### src/rtl/data_io_dma_if.sv
// Memory write port of the data_io_dma download client.
//   master (DUT side): drives wr_req, wr_addr, wr_data, wr_be; samples wr_ack
//   slave (memory/arbiter side): the reverse
// A write is accepted in any cycle where wr_req && wr_ack.
interface data_io_dma_if #(
    parameter int ADDR_WIDTH = 16,
    parameter int DATA_WIDTH = 8
) ();
    localparam int BE_WIDTH = DATA_WIDTH / 8;

    logic                  wr_req;
    logic                  wr_ack;
    logic [ADDR_WIDTH-1:0] wr_addr;
    logic [DATA_WIDTH-1:0] wr_data;
    logic [BE_WIDTH-1:0]   wr_be;

    modport master (
        output wr_req,
        output wr_addr,
        output wr_data,
        output wr_be,
        input  wr_ack
    );

    modport slave (
        input  wr_req,
        input  wr_addr,
        input  wr_data,
        input  wr_be,
        output wr_ack
    );
endinterface

### src/rtl/data_io_dma.sv
// IO-controller download client. Oversamples an SPI slave in the clk domain,
// decodes file-transfer commands and streams downloaded bytes, packed into
// DATA_WIDTH words with byte enables, to a memory write port.
// Ports:
//   clk, reset    system clock (>= 4x sck), asynchronous active-high reset
//   sck, ss, sdi  asynchronous SPI pins (ss high = deselected, MSB first)
//   downloading   download in progress
//   index         file index from the last FILE_INDEX command
//   size          bytes accepted in current/last download (saturating)
//   overrun       sticky: a completed word was dropped (cleared by start)
//   wr            memory write port (req/ack, addr, data, byte enables)
module data_io_dma #(
    parameter int ADDR_WIDTH = 16,
    parameter int DATA_WIDTH = 8,
    parameter int START_ADDR = 0,
    parameter int BE_WIDTH   = DATA_WIDTH / 8
) (
    input  logic                 clk,
    input  logic                 reset,
    input  logic                 sck,
    input  logic                 ss,
    input  logic                 sdi,
    output logic                 downloading,
    output logic [7:0]           index,
    output logic [23:0]          size,
    output logic                 overrun,
    data_io_dma_if.master        wr
);
    localparam int LANE_W = (BE_WIDTH > 1) ? $clog2(BE_WIDTH) : 1;

    localparam logic [7:0] CMD_FILE_TX     = 8'h53;
    localparam logic [7:0] CMD_FILE_TX_DAT = 8'h54;
    localparam logic [7:0] CMD_FILE_INDEX  = 8'h55;

    localparam logic [1:0] ST_IDLE   = 2'd0;
    localparam logic [1:0] ST_ACTIVE = 2'd1;
    localparam logic [1:0] ST_DRAIN  = 2'd2;

    // input synchronisers
    logic sck_meta_q, sck_meta_d, sck_sync_q, sck_sync_d, sck_prev_q, sck_prev_d;
    logic ss_meta_q, ss_meta_d, ss_sync_q, ss_sync_d;
    logic sdi_meta_q, sdi_meta_d, sdi_sync_q, sdi_sync_d;

    // SPI framing
    logic [3:0] bit_cnt_q, bit_cnt_d;
    logic [6:0] shift_q, shift_d;
    logic [7:0] cmd_q, cmd_d;
    logic       first_q, first_d;

    // download state
    logic [1:0]            state_q, state_d;
    logic [7:0]            index_q, index_d;
    logic [23:0]           size_q, size_d;
    logic                  overrun_q, overrun_d;
    logic [ADDR_WIDTH-1:0] addr_q, addr_d;

    // word assembly
    logic [DATA_WIDTH-1:0] asm_q, asm_d;
    logic [BE_WIDTH-1:0]   fill_q, fill_d;
    logic [LANE_W-1:0]     lane_q, lane_d;

    // holding register
    logic                  req_q, req_d;
    logic [ADDR_WIDTH-1:0] wr_addr_q, wr_addr_d;
    logic [DATA_WIDTH-1:0] wr_data_q, wr_data_d;
    logic [BE_WIDTH-1:0]   wr_be_q, wr_be_d;

    // combinational events
    logic                  bit_edge, byte_done, first_data;
    logic [7:0]            rx_byte;
    logic                  ev_start, ev_end, ev_index, ev_data;
    logic [DATA_WIDTH-1:0] merged, word_data;
    logic [BE_WIDTH-1:0]   word_be;
    logic                  word_valid, hold_free, load;

    always_comb begin
        sck_meta_d = sck;
        sck_sync_d = sck_meta_q;
        sck_prev_d = sck_sync_q;
        ss_meta_d  = ss;
        ss_sync_d  = ss_meta_q;
        sdi_meta_d = sdi;
        sdi_sync_d = sdi_meta_q;

        bit_edge   = sck_sync_q && !sck_prev_q && !ss_sync_q;
        rx_byte    = {shift_q, sdi_sync_q};
        byte_done  = bit_edge && (bit_cnt_q == 4'd15);
        first_data = byte_done && first_q;

        // counter runs 0..7 for the command, then cycles 8..15 per data byte
        bit_cnt_d = bit_cnt_q;
        shift_d   = shift_q;
        cmd_d     = cmd_q;
        first_d   = first_q;
        if (ss_sync_q) begin
            bit_cnt_d = '0;
            cmd_d     = '0;
            first_d   = 1'b0;
        end else if (bit_edge) begin
            shift_d = rx_byte[6:0];
            if (bit_cnt_q == 4'd7) begin
                cmd_d   = rx_byte;
                first_d = 1'b1;
            end
            if (byte_done) begin
                first_d = 1'b0;
            end
            bit_cnt_d = byte_done ? 4'd8 : bit_cnt_q + 4'd1;
        end

        ev_start = first_data && (cmd_q == CMD_FILE_TX) && rx_byte[0];
        ev_end   = first_data && (cmd_q == CMD_FILE_TX) && !rx_byte[0];
        ev_index = first_data && (cmd_q == CMD_FILE_INDEX);
        ev_data  = byte_done && (cmd_q == CMD_FILE_TX_DAT) && (state_q != ST_IDLE);

        // byte packing, lane 0 first; a finished or flushed word leaves the
        // assembly zeroed so unfilled lanes of a partial word read as 0
        merged = asm_q;
        merged[int'(lane_q)*8 +: 8] = rx_byte;
        asm_d      = asm_q;
        fill_d     = fill_q;
        lane_d     = lane_q;
        word_valid = 1'b0;
        word_data  = asm_q;
        word_be    = fill_q;
        if (ev_start) begin
            asm_d  = '0;
            fill_d = '0;
            lane_d = '0;
        end else if (ev_data) begin
            if (lane_q == LANE_W'(BE_WIDTH - 1)) begin
                word_valid = 1'b1;
                word_data  = merged;
                word_be    = '1;
                asm_d      = '0;
                fill_d     = '0;
                lane_d     = '0;
            end else begin
                asm_d          = merged;
                fill_d[lane_q] = 1'b1;
                lane_d         = lane_q + LANE_W'(1);
            end
        end else if (ev_end && (fill_q != '0)) begin
            word_valid = 1'b1;
            word_data  = asm_q;
            word_be    = fill_q;
            asm_d      = '0;
            fill_d     = '0;
            lane_d     = '0;
        end

        // holding register is free if empty or being acked this cycle
        hold_free = !req_q || wr.wr_ack;
        load      = word_valid && hold_free;

        // addr_q is the address of the next word to load; advancing it on
        // load (dropped words never load) gives the same wr_addr sequence
        // as advancing on ack, including back-to-back loads in ack cycles
        req_d     = req_q;
        wr_addr_d = wr_addr_q;
        wr_data_d = wr_data_q;
        wr_be_d   = wr_be_q;
        addr_d    = addr_q;
        if (req_q && wr.wr_ack) begin
            req_d = 1'b0;
        end
        if (load) begin
            req_d     = 1'b1;
            wr_addr_d = addr_q;
            wr_data_d = word_data;
            wr_be_d   = word_be;
            addr_d    = addr_q + ADDR_WIDTH'(1);
        end
        if (ev_start) begin
            addr_d = ADDR_WIDTH'(START_ADDR);
        end

        overrun_d = overrun_q;
        if (ev_start) begin
            overrun_d = 1'b0;
        end else if (word_valid && !hold_free) begin
            overrun_d = 1'b1;
        end

        size_d = size_q;
        if (ev_start) begin
            size_d = '0;
        end else if (ev_data && (size_q != '1)) begin
            size_d = size_q + 24'd1;
        end

        index_d = ev_index ? rx_byte : index_q;

        // DRAIN holds downloading high until the final write is acked
        state_d = state_q;
        case (state_q)
            ST_ACTIVE: begin
                if (ev_end) begin
                    state_d = (!word_valid && hold_free) ? ST_IDLE : ST_DRAIN;
                end
            end
            ST_DRAIN: begin
                if (!req_q || (wr.wr_ack && !load)) begin
                    state_d = ST_IDLE;
                end
            end
            default: state_d = state_q;
        endcase
        if (ev_start) begin
            state_d = ST_ACTIVE;
        end
    end

    always_ff @(posedge clk or posedge reset) begin
        if (reset) begin
            sck_meta_q <= 1'b0;
            sck_sync_q <= 1'b0;
            sck_prev_q <= 1'b0;
            ss_meta_q  <= 1'b0;
            ss_sync_q  <= 1'b0;
            sdi_meta_q <= 1'b0;
            sdi_sync_q <= 1'b0;
            bit_cnt_q  <= '0;
            shift_q    <= '0;
            cmd_q      <= '0;
            first_q    <= 1'b0;
            state_q    <= ST_IDLE;
            index_q    <= '0;
            size_q     <= '0;
            overrun_q  <= 1'b0;
            addr_q     <= '0;
            asm_q      <= '0;
            fill_q     <= '0;
            lane_q     <= '0;
            req_q      <= 1'b0;
            wr_addr_q  <= '0;
            wr_data_q  <= '0;
            wr_be_q    <= '0;
        end else begin
            sck_meta_q <= sck_meta_d;
            sck_sync_q <= sck_sync_d;
            sck_prev_q <= sck_prev_d;
            ss_meta_q  <= ss_meta_d;
            ss_sync_q  <= ss_sync_d;
            sdi_meta_q <= sdi_meta_d;
            sdi_sync_q <= sdi_sync_d;
            bit_cnt_q  <= bit_cnt_d;
            shift_q    <= shift_d;
            cmd_q      <= cmd_d;
            first_q    <= first_d;
            state_q    <= state_d;
            index_q    <= index_d;
            size_q     <= size_d;
            overrun_q  <= overrun_d;
            addr_q     <= addr_d;
            asm_q      <= asm_d;
            fill_q     <= fill_d;
            lane_q     <= lane_d;
            req_q      <= req_d;
            wr_addr_q  <= wr_addr_d;
            wr_data_q  <= wr_data_d;
            wr_be_q    <= wr_be_d;
        end
    end

    assign downloading = (state_q != ST_IDLE);
    assign index       = index_q;
    assign size        = size_q;
    assign overrun     = overrun_q;
    assign wr.wr_req   = req_q;
    assign wr.wr_addr  = wr_addr_q;
    assign wr.wr_data  = wr_data_q;
    assign wr.wr_be    = wr_be_q;
endmodule

### src/flat_wrapper.sv
// flat-port wrapper written by rule: the top's interface ports become plain ports
module data_io_dma_flat 
#(
    parameter int ADDR_WIDTH = 16,
    parameter int DATA_WIDTH = 8,
    parameter int START_ADDR = 0,
    parameter int BE_WIDTH   = DATA_WIDTH / 8
)
  (clk, reset, sck, ss, sdi, downloading, index, size, overrun, wr_wr_req, wr_wr_addr, wr_wr_data, wr_wr_be, wr_wr_ack);
  data_io_dma_if #(.ADDR_WIDTH(ADDR_WIDTH), .DATA_WIDTH(DATA_WIDTH)) wr_i ();
  input  logic clk;
  input  logic reset;
  input  logic sck;
  input  logic ss;
  input  logic sdi;
  output logic downloading;
  output logic [7:0] index;
  output logic [23:0] size;
  output logic overrun;
  output wire logic [$bits(wr_i.wr_req)-1:0] wr_wr_req;
  output wire logic [$bits(wr_i.wr_addr)-1:0] wr_wr_addr;
  output wire logic [$bits(wr_i.wr_data)-1:0] wr_wr_data;
  output wire logic [$bits(wr_i.wr_be)-1:0] wr_wr_be;
  input wire logic [$bits(wr_i.wr_ack)-1:0] wr_wr_ack;
  assign wr_wr_req = wr_i.wr_req;
  assign wr_wr_addr = wr_i.wr_addr;
  assign wr_wr_data = wr_i.wr_data;
  assign wr_wr_be = wr_i.wr_be;
  assign wr_i.wr_ack = wr_wr_ack;
  data_io_dma #(.ADDR_WIDTH(ADDR_WIDTH), .DATA_WIDTH(DATA_WIDTH), .START_ADDR(START_ADDR), .BE_WIDTH(BE_WIDTH)) u_core (.clk(clk), .reset(reset), .sck(sck), .ss(ss), .sdi(sdi), .downloading(downloading), .index(index), .size(size), .overrun(overrun), .wr(wr_i));
endmodule
### config.mk
export PLATFORM = sky130hd
export DESIGN_NAME = data_io_dma_flat
export DESIGN_NICKNAME = d
export VERILOG_FILES = /design/src/rtl/data_io_dma_if.sv /design/src/rtl/data_io_dma.sv /design/src/flat_wrapper.sv
export SDC_FILE = /design/constraint.sdc
export NUM_CORES = 1
export LEC_CHECK = 0
export ABC_AREA = 1
export CORE_UTILIZATION = 30
export DETAILED_ROUTE_END_ITERATION = 12
export PLACE_DENSITY = 0.49
export SYNTH_ARGS = -nofsm -noshare
export SYNTH_HDL_FRONTEND = slang
export SYNTH_SLANG_ARGS = --single-unit
### constraint.sdc
create_clock -name clk -period 2.9 [get_ports clk]
set_input_delay 0.29 -clock clk [delete_from_list [all_inputs] [get_ports clk]]
set_output_delay 0.29 -clock clk [all_outputs]
set_load 0.02 [all_outputs]
==> flow_summary.json, run 1 <==
{
  "status": "completed",
  "r2r_cells": 8,
  "grt_pass1_wl_um": 22000,
  "startpoint": "u_core.bit_cnt_q[0]",
  "drt_iter0_drc": 214,
  "worst_slack_ns": 0.740,
  "totalWireLength_um": 12800,
  "worstReg2RegStart": "u_core.bit_cnt_q[0]",
  "dp_hpwl_um": 9260,
  "post_cts_buffers": 0,
  "via_per_inst": 4.68,
  "drtPass1Iterations": 4,
  "synth_fp_nets": 642,
  "rrSetupSlack_ns": 0.74,
  "ys_seq_elements": 104,
  "area.sequential_um2": 2600,
  "pre_cts_ws_ns": 0.762,
  "leakage_nw": 2.77,
  "h-tree-depth": 3,
  "crit_required_ns": 3.18,
  "ant_nets": 0,
  "max-cap-violations": 0,
  "synth_area_um2": 5150,
  "drive_gt1_frac": 0.0668,
  "worstMarginPinSlew_ns": 0.675,
  "grt_pass1_vias": 4367,
  "dieHeight_um": 133,
  "fmax_ghz": 0.463,
  "grt-ovfl-total": 0,
  "fillCellCount": 1737,
  "slew_headroom": 0.548,
  "die_area_um2": 17700,
  "routedWlPerCell_um": 13.9,
  "syn_avg_cell_area_um2": 8.14,
  "maxSlewViolCount": 0,
  "crit_path_start_kind": "register",
  "max-vdd-ir-drop_uv": 240,
  "path_class": "register to register",
  "route.vias.total": 4328,
  "cp-end-kind": "register",
  "power_density_nw_per_um2": 444,
  "critPathArrivalTime_ns": 2.44,
  "post_cts_resized": 0,
  "dieWidth_um": 133,
  "clk_pin_slew_ns": 0.08,
  "core_area_um2": 16700,
  "setup_tns_ns": 0,
  "hp-class": "primary input to asynchronous set/reset pin",
  "place_congestion": 0.842,
  "fin_crit_ns": 2.16,
  "cts.sinks": 104,
  "rsz0062_at_grt": "no",
  "synth_warnings": 0,
  "num-nets-final": 708,
  "finalSetupViolations": 0,
  "drcViolationCount": 0,
  "port_buffers": 65,
  "synth_cell_types": 30,
  "ctsHoldBuffers": 0,
  "period_share": 0.745,
  "cts.path.max_buffers": 2,
  "crit_end": "u_core.size[7]",
  "cts_buffers": 9,
  "multi_input_area_um2": 2190,
  "hold_viol_final": 0,
  "grt_max_degree": 70,
  "cts_tree": "yes",
  "clock-skew-final_ns": 0.0134,
  "cts_root_buf": "clkbuf_16",
  "yosysSeqAreaShare": 0.505,
  "rows": 47,
  "crit_fanout": 11,
  "r2r-end": "u_core.size[7]",
  "gr-usage-all-layers": 0.156,
  "antenna_found_initial": 0,
  "antenna_cells": 0,
  "area.growth.synth_to_final_pct": 22.9,
  "start_util": 0.309,
  "synthCells": 633,
  "io_pins": 66,
  "clk_latency_ns": 0.35
}
## cell type report
cell class	instances	share of cell area
clock buffer	9	0.0356
multi-input combinational	448	0.346
tap	220	0.0435
sequential	104	0.411
clock inverter	7	0.00988
inverter	63	0.0379
timing repair buffer	73	0.116
## worst min path at each step
stage,to,slack (ns)
6_report,u_core.wr.wr_addr[0],0.18
5_1_grt,u_core.wr.wr_addr[0],0.19
4_1_cts,u_core.addr_q[15],0.17
3_5_place_dp,u_core.sck_prev_d,0.33
3_3_place_gp,u_core.sck_prev_d,0.33
2_1_floorplan,u_core.sck_meta_q,0.32
## worst max-delay path, cell delays in order, from the launching register on
cell	delay (ns)
dfrtp_1	0.36
ha_1	0.20
nand3_1	0.15
nor2_4	0.19
nand3_2	0.14
nor2_1	0.56
buf_4	0.31
nand3b_1	0.10
nand2_1	0.07
## kinds of logic after synthesis
kind of cell               synth area share
AOI/OAI and AO/OA                    0.0729
xor gates and xnor gates             0.0340
adders and majority gates           0.00729
buffers and inverters                0.0692
DFF                                   0.505
and+or+nand+nor                       0.312
## layout by cell type (no fill, tap or decap), drive strengths merged, types with 4 or more instances in the layout
master	instances
nand4	23
xor2	15
nand3b	9
dfrtp	104
nor2	60
nand3	67
xnor2	5
o21ai	61
o22ai	4
clkbuf	9
nand2	181
nor3	11
inv	65
buf	8
clkdlybuf4s50	65
## registers in the layout, indices dropped and copies added (netlist names)
signal,flops
u_core.size,24
u_core.addr_q,16
u_core.wr.wr_addr,16
u_core.cmd_q,8
u_core.index,8
u_core.wr.wr_data,8
u_core.shift_q,7
u_core.bit_cnt_q,4
u_core.state_q,2
u_core.first_q,1
u_core.overrun,1
u_core.sck_meta_q,1
u_core.sck_prev_d,1
u_core.sck_prev_q,1
u_core.sdi_meta_q,1
u_core.sdi_sync_q,1
u_core.ss_meta_q,1
u_core.ss_sync_q,1
u_core.wr.wr_be,1
u_core.wr.wr_req,1
## report_power, final
| part | internal [W] | switching (W) | leakage [nW] |
|---|---|---|---|
| clock | 0.000600 | 0.000593 | 0.141 |
| combinational | 0.0000375 | 0.0000830 | 1.23 |
| sequential | 0.00148 | 0.0000181 | 1.40 |
| total | 0.00212 | 0.000694 | 2.77 |
## per-layer routing
metal,part of all wire,global-route usage,vias up
met5,0,0,-
met1,0.48,0.209,2047
li1,-,-,2198
met2,0.47,0.253,70
met4,0.016,0.0632,0
met3,0.028,0.0241,13
## through the flow
step           area (µm²)  instances  utilization  power [W]  hold slack, ns
4_1_cts              6330        924        0.379    0.00287           0.172
2_1_floorplan        5160        633            -    0.00159           0.321
3_5_place_dp         6050        908        0.362    0.00166           0.335
6_report             6330        924        0.379    0.00281           0.181
3_3_place_gp         6050        908        0.362    0.00165           0.333
5_1_grt              6330        924        0.379    0.00295           0.186
## cell usage after synthesis, drive strengths merged
master	n	area (µm²)
xor2	15	131
ha	3	37.5
nand2	181	709
dfrtp	104	2600
o32ai	2	17.5
o21bai	2	15.0
nor3	11	55.1
inv	63	236
o22ai	4	25.0
nand3b	9	67.6
o21a	1	7.51
nand4	23	144
o21ai	61	305
clkbuf	4	15.0
xnor2	5	43.8
buf	14	105
nor2	60	260
nand3	67	350
or2	3	18.8
a21oi	1	5.00
No activity file was read; power rests on OpenSTA's default activity.
==> run 2: changes to the inputs <==
Settings changed: PLACE_DENSITY 0.49 to 0.48.
Clock period 2.9 ns to 2.14 ns, I/O delays scaled along.
==> flow_summary.json, run 2 (synthesized netlist as in run 1, its figures left out) <==
{
  "status": "completed",
  "cp_num_buf_inv": 1,
  "fillCellCount": 1773,
  "leakage_nw": 2.77,
  "max_stage_delay_ns": 0.42,
  "grt_pass1_wl_um": 22200,
  "drcViolationCount": 0,
  "crit_top_cell": "nand2_1",
  "cts_tree": "yes",
  "drive_gt1_frac": 0.0682,
  "path_cells": "ha_1, nand3_1, nor2_4, nand2_1, nor2_2, nand2_2, buf_4, nand2_4, nand2_1, nand2_1",
  "port_buffers": 65,
  "core_area_um2": 16700,
  "antenna_cells": 0,
  "final_cell_mix": "175 x nand2_1, 104 x dfrtp_1, 65 x clkdlybuf4s50_1",
  "maxSlewViolCount": 0,
  "finish.utilization": 0.380,
  "worstMarginPinSlew_ns": 0.562,
  "min_from": "ss",
  "route.vias.total": 4329,
  "finalSetupViolations": 0,
  "cts_buffers": 9,
  "cts.sinks": 104,
  "routedWlPerCell_um": 13.8,
  "fin_crit_ns": 1.88,
  "setup_tns_ns": 0,
  "clk_latency_ns": 0.35,
  "hp-class": "primary input to register",
  "rows": 47,
  "crit_fanout": 44,
  "crit_path_start_kind": "register",
  "max-cap-violations": 0,
  "rsz0062_at_grt": "no",
  "hold_viol_final": 0,
  "num-nets-final": 710,
  "whs_path_depth": 1,
  "power_density_nw_per_um2": 593,
  "slew_headroom": 0.625,
  "clk_pin_slew_ns": 0.07,
  "post_cts_buffers": 0,
  "start_util": 0.309,
  "max-vdd-ir-drop_uv": 366,
  "grt-ovfl-total": 0,
  "dieWidth_um": 133,
  "grt_pass1_vias": 4398,
  "cts_root_buf": "clkbuf_16",
  "place_congestion": 0.855,
  "drt_iter0_drc": 294,
  "grt_max_degree": 105,
  "cp-end-kind": "register",
  "totalWireLength_um": 12700,
  "gr-usage-all-layers": 0.157,
  "area.growth.synth_to_final_pct": 23.1,
  "r2r-end": "u_core.size[11]",
  "critPathArrivalTime_ns": 2.13,
  "dp_hpwl_um": 8950,
  "min_to": "u_core.ss_meta_q",
  "largest_register_ff_count": 24,
  "final_common_cell": "nand2_1",
  "crit_family": "simple AND/OR/NAND/NOR gates",
  "area.sequential_um2": 2600,
  "io_pins": 66,
  "h-tree-depth": 3,
  "via_per_inst": 4.69,
  "r2r_cells": 10,
  "period_share": 0.881,
  "ctsHoldBuffers": 0,
  "antenna_found_initial": 0,
  "multi_input_area_um2": 2200,
  "die_area_um2": 17700,
  "path_class": "register to register",
  "crit_required_ns": 2.39,
  "fmax_ghz": 0.531,
  "drtPass1Iterations": 5,
  "cts.path.max_buffers": 2,
  "crit_slowest_cell": "buf_4",
  "dieHeight_um": 133,
  "rrSetupSlack_ns": 0.26,
  "clock-skew-final_ns": 0.00922,
  "worstReg2RegStart": "u_core.bit_cnt_q[0]",
  "ant_nets": 0
}
-- run 2: cell count changes in the layout (fill, tap and decap cells not counted), sizes merged --
cell / before / now
buf: 8 / 10
clkinv: 3 / 1
-- run 2: worst max path at each step --
stage	startpoint	endpoint	cells past startpoint
6_report	u_core.bit_cnt_q[0]	u_core.size[11]	10
5_1_grt	u_core.bit_cnt_q[1]	u_core.size[23]	9
4_1_cts	u_core.size[0]	u_core.size[11]	10
3_5_place_dp	u_core.size[0]	u_core.size[11]	10
3_3_place_gp	u_core.size[0]	u_core.size[11]	10
2_1_floorplan	u_core.size[0]	u_core.size[2]	10
-- run 2: metrics by stage --
stage               hold WS, ns  power [W]  area (µm²)  setup WS, ns  std cells
floorplan                 0.245    0.00216        5160         0.401        633
global placement          0.336    0.00224        6060         0.310        910
finish                    0.300    0.00376        6340         0.255        924
global route              0.289    0.00393        6340        0.0557        924
CTS                       0.286    0.00383        6330         0.163        924
detailed placement        0.337    0.00224        6060         0.188        910
-- run 2: power by group --
part | leakage, nW | internal (W) | switching [W]
Sequential | 1.40 | 0.00201 | 0.0000245
Clock | 0.129 | 0.000792 | 0.000776
Combinational | 1.24 | 0.0000485 | 0.000111
-- run 2: cell type report --
cell class	count	area share
Clock inverter	5	0.00671
Multi-Input combinational cell	448	0.348
Clock buffer	9	0.0355
Tap cell	220	0.0434
Inverter	63	0.0379
Timing Repair Buffer	75	0.118
Sequential cell	104	0.410
-- run 2: timing repair --
action / 4_1_cts / 5_1_grt
hold endpoints to repair: 0 / 0
resized for setup: 0 / 2
endpoints found under the setup margin: 0 / 5
-- run 2: per-layer routing --
| layer | share of wire | up-vias | global-route usage |
|---|---|---|---|
| met4 | 0.012 | 0 | 0.0498 |
| met2 | 0.47 | 77 | 0.249 |
| met5 | 0 | - | 0 |
| met3 | 0.039 | 12 | 0.0337 |
| met1 | 0.47 | 2037 | 0.212 |
| li1 | - | 2203 | - |
==> run 3: changes to the inputs <==
Settings changed: PLACE_DENSITY 0.48 to 0.49.
Clock period 2.14 ns to 1.6 ns, I/O delays scaled along.
==> flow_summary.json, run 3 (synthesized netlist as in run 1, its figures left out) <==
{
  "ant_nets": 0,
  "rows": 47,
  "max_stage_delay_ns": 0.40,
  "post_dp_cell_area_um2": 6510,
  "leakage_nw": 3.43,
  "rsz0062_at_grt": "yes",
  "cts.path.max_buffers": 2,
  "fillCellCount": 1677,
  "port_buffers": 65,
  "drtPass1Iterations": 5,
  "drt_iter0_drc": 230,
  "final_common_cell": "nand2_1",
  "stdcell_area_um2": 7390,
  "clk_latency_ns": 0.36,
  "max-vdd-ir-drop_uv": 503,
  "place_congestion": 0.835,
  "pwr-share-clk": 0.422,
  "power_density_nw_per_um2": 694,
  "crit_path_start_kind": "register",
  "clock-skew-final_ns": 0.0123,
  "finish.utilization": 0.443,
  "dieHeight_um": 133,
  "start_util": 0.309,
  "clk_pin_slew_ns": 0.08,
  "grt_pass1_wl_um": 23300,
  "antenna_found_initial": 0,
  "core_area_um2": 16700,
  "hold_viol_final": 0,
  "io_pins": 66,
  "multi_input_area_um2": 2540,
  "area.sequential_um2": 2610,
  "die_area_um2": 17700,
  "dieWidth_um": 133,
  "gr-usage-all-layers": 0.165,
  "fin_crit_ns": 1.65,
  "p_sw_frac": 0.250,
  "num-nets-final": 774,
  "worstMarginPinSlew_ns": 0.370,
  "totalWireLength_um": 14500,
  "antenna_cells": 0,
  "crit_slowest_cell": "dfrtp_1",
  "largest_register_ff_count": 24,
  "critPathArrivalTime_ns": 1.90,
  "violations": "setup timing",
  "worst_slack_ns": -0.0506,
  "p_int_w": 0.00385,
  "crit_fanout": 21,
  "drive_gt1_frac": 0.223,
  "drcViolationCount": 0,
  "period_share": 1.03,
  "route.vias.total": 4741,
  "final_cell_mix": "157 x nand2_1, 102 x dfrtp_1, 55 x inv_1",
  "startpoint": "u_core.bit_cnt_q[0]",
  "h-tree-depth": 3,
  "crit_required_ns": 1.85,
  "finalSetupViolations": 52,
  "pwr-share-seq": 0.531,
  "cts_buffers": 9,
  "slew_headroom": 0.751,
  "dp_hpwl_um": 9950,
  "routedWlPerCell_um": 14.7,
  "power_frac_comb": 0.047,
  "max-cap-violations": 0,
  "cts_tree": "yes",
  "switching_power_w": 0.00128,
  "worstReg2RegStart": "u_core.bit_cnt_q[0]",
  "status": "finished with violations",
  "grt_pass1_vias": 4687,
  "cts.sinks": 104,
  "hp-class": "primary input to asynchronous set/reset pin",
  "area.growth.synth_to_final_pct": 43.5,
  "via_per_inst": 4.79,
  "path_class": "register to register",
  "grt_max_degree": 68,
  "total_power_w": 0.00513,
  "cp-end-kind": "register",
  "maxSlewViolCount": 0,
  "cts_root_buf": "clkbuf_16",
  "grt-ovfl-total": 0,
  "fmax_ghz": 0.606,
  "path_cells": "ha_4, nand3_4, nor2_4, nand2_1, nor2_2, nand2_4, buf_12, buf_6, nand3b_1, o21ai_1"
}
## run 3: worst paths after layout
kind	to	slack, ns	cells after the start
hold / removal	u_core.wr.wr_be	0.22	3
min in group clk	u_core.ss_meta_q	0.24	1
setup / recovery	u_core.addr_q[3]	-0.05	10
hold reg to reg	u_core.sck_prev_d	0.35	0
max in group asynchronous	u_core.size[12]	1.01	3
setup reg to reg	u_core.addr_q[3]	-0.05	10
## run 3: power by group through the flow
stage          combinational, W  clock [W]  sequential, W
3_3_place_gp           0.000233          0        0.00277
5_1_grt                0.000274    0.00232        0.00273
3_5_place_dp           0.000236          0        0.00277
4_1_cts                0.000241    0.00223        0.00272
6_report               0.000243    0.00216        0.00273
2_1_floorplan          0.000108          0        0.00278
## run 3: metrics by stage
stage          std cells  hold WS (ns)  setup slack, ns  TNS [ns]
4_1_cts              980         0.226          -0.0742    -0.639
6_report             990         0.221          -0.0506     -1.26
3_5_place_dp         959         0.343           -0.135     -6.53
3_3_place_gp         959         0.336          -0.0804     -2.85
2_1_floorplan        633         0.191           0.0281         0
5_1_grt              990         0.241           -0.138     -6.15
## run 3: critical path: cells and delay by family (launching register included)
kind | cells | cell delay [ns]
AO/OA/AOI/OAI | 1 | 0.06
flip-flops | 1 | 0.40
AND/OR/NAND/NOR | 6 | 0.60
adder cells (fa/ha/maj) | 1 | 0.17
buffers and inverters | 2 | 0.31
## run 3: routing by layer
metal  global-route usage  vias to the layer above  wire [µm]
met1                0.215                     2314       6700
met2                0.271                       80       7080
li1                     -                     2333          -
met5                    0                        -          0
met4               0.0664                        0        220
met3               0.0295                       14        535
## run 3: what timing repair did
action	4_1_cts	5_1_grt
cloned	1	6
endpoints found under the setup margin	98	75
hold buffers	0	0
resized for setup	60	90
pin swaps	5	17
buffers inserted	4	5
## run 3: final cells by class
class	count	share of cell area
clock buffer	10	0.0310
clock inverter	6	0.00677
inverter	63	0.0332
multi-input combinational	448	0.344
sequential	104	0.352
tap	220	0.0372
timing repair buffer	139	0.196
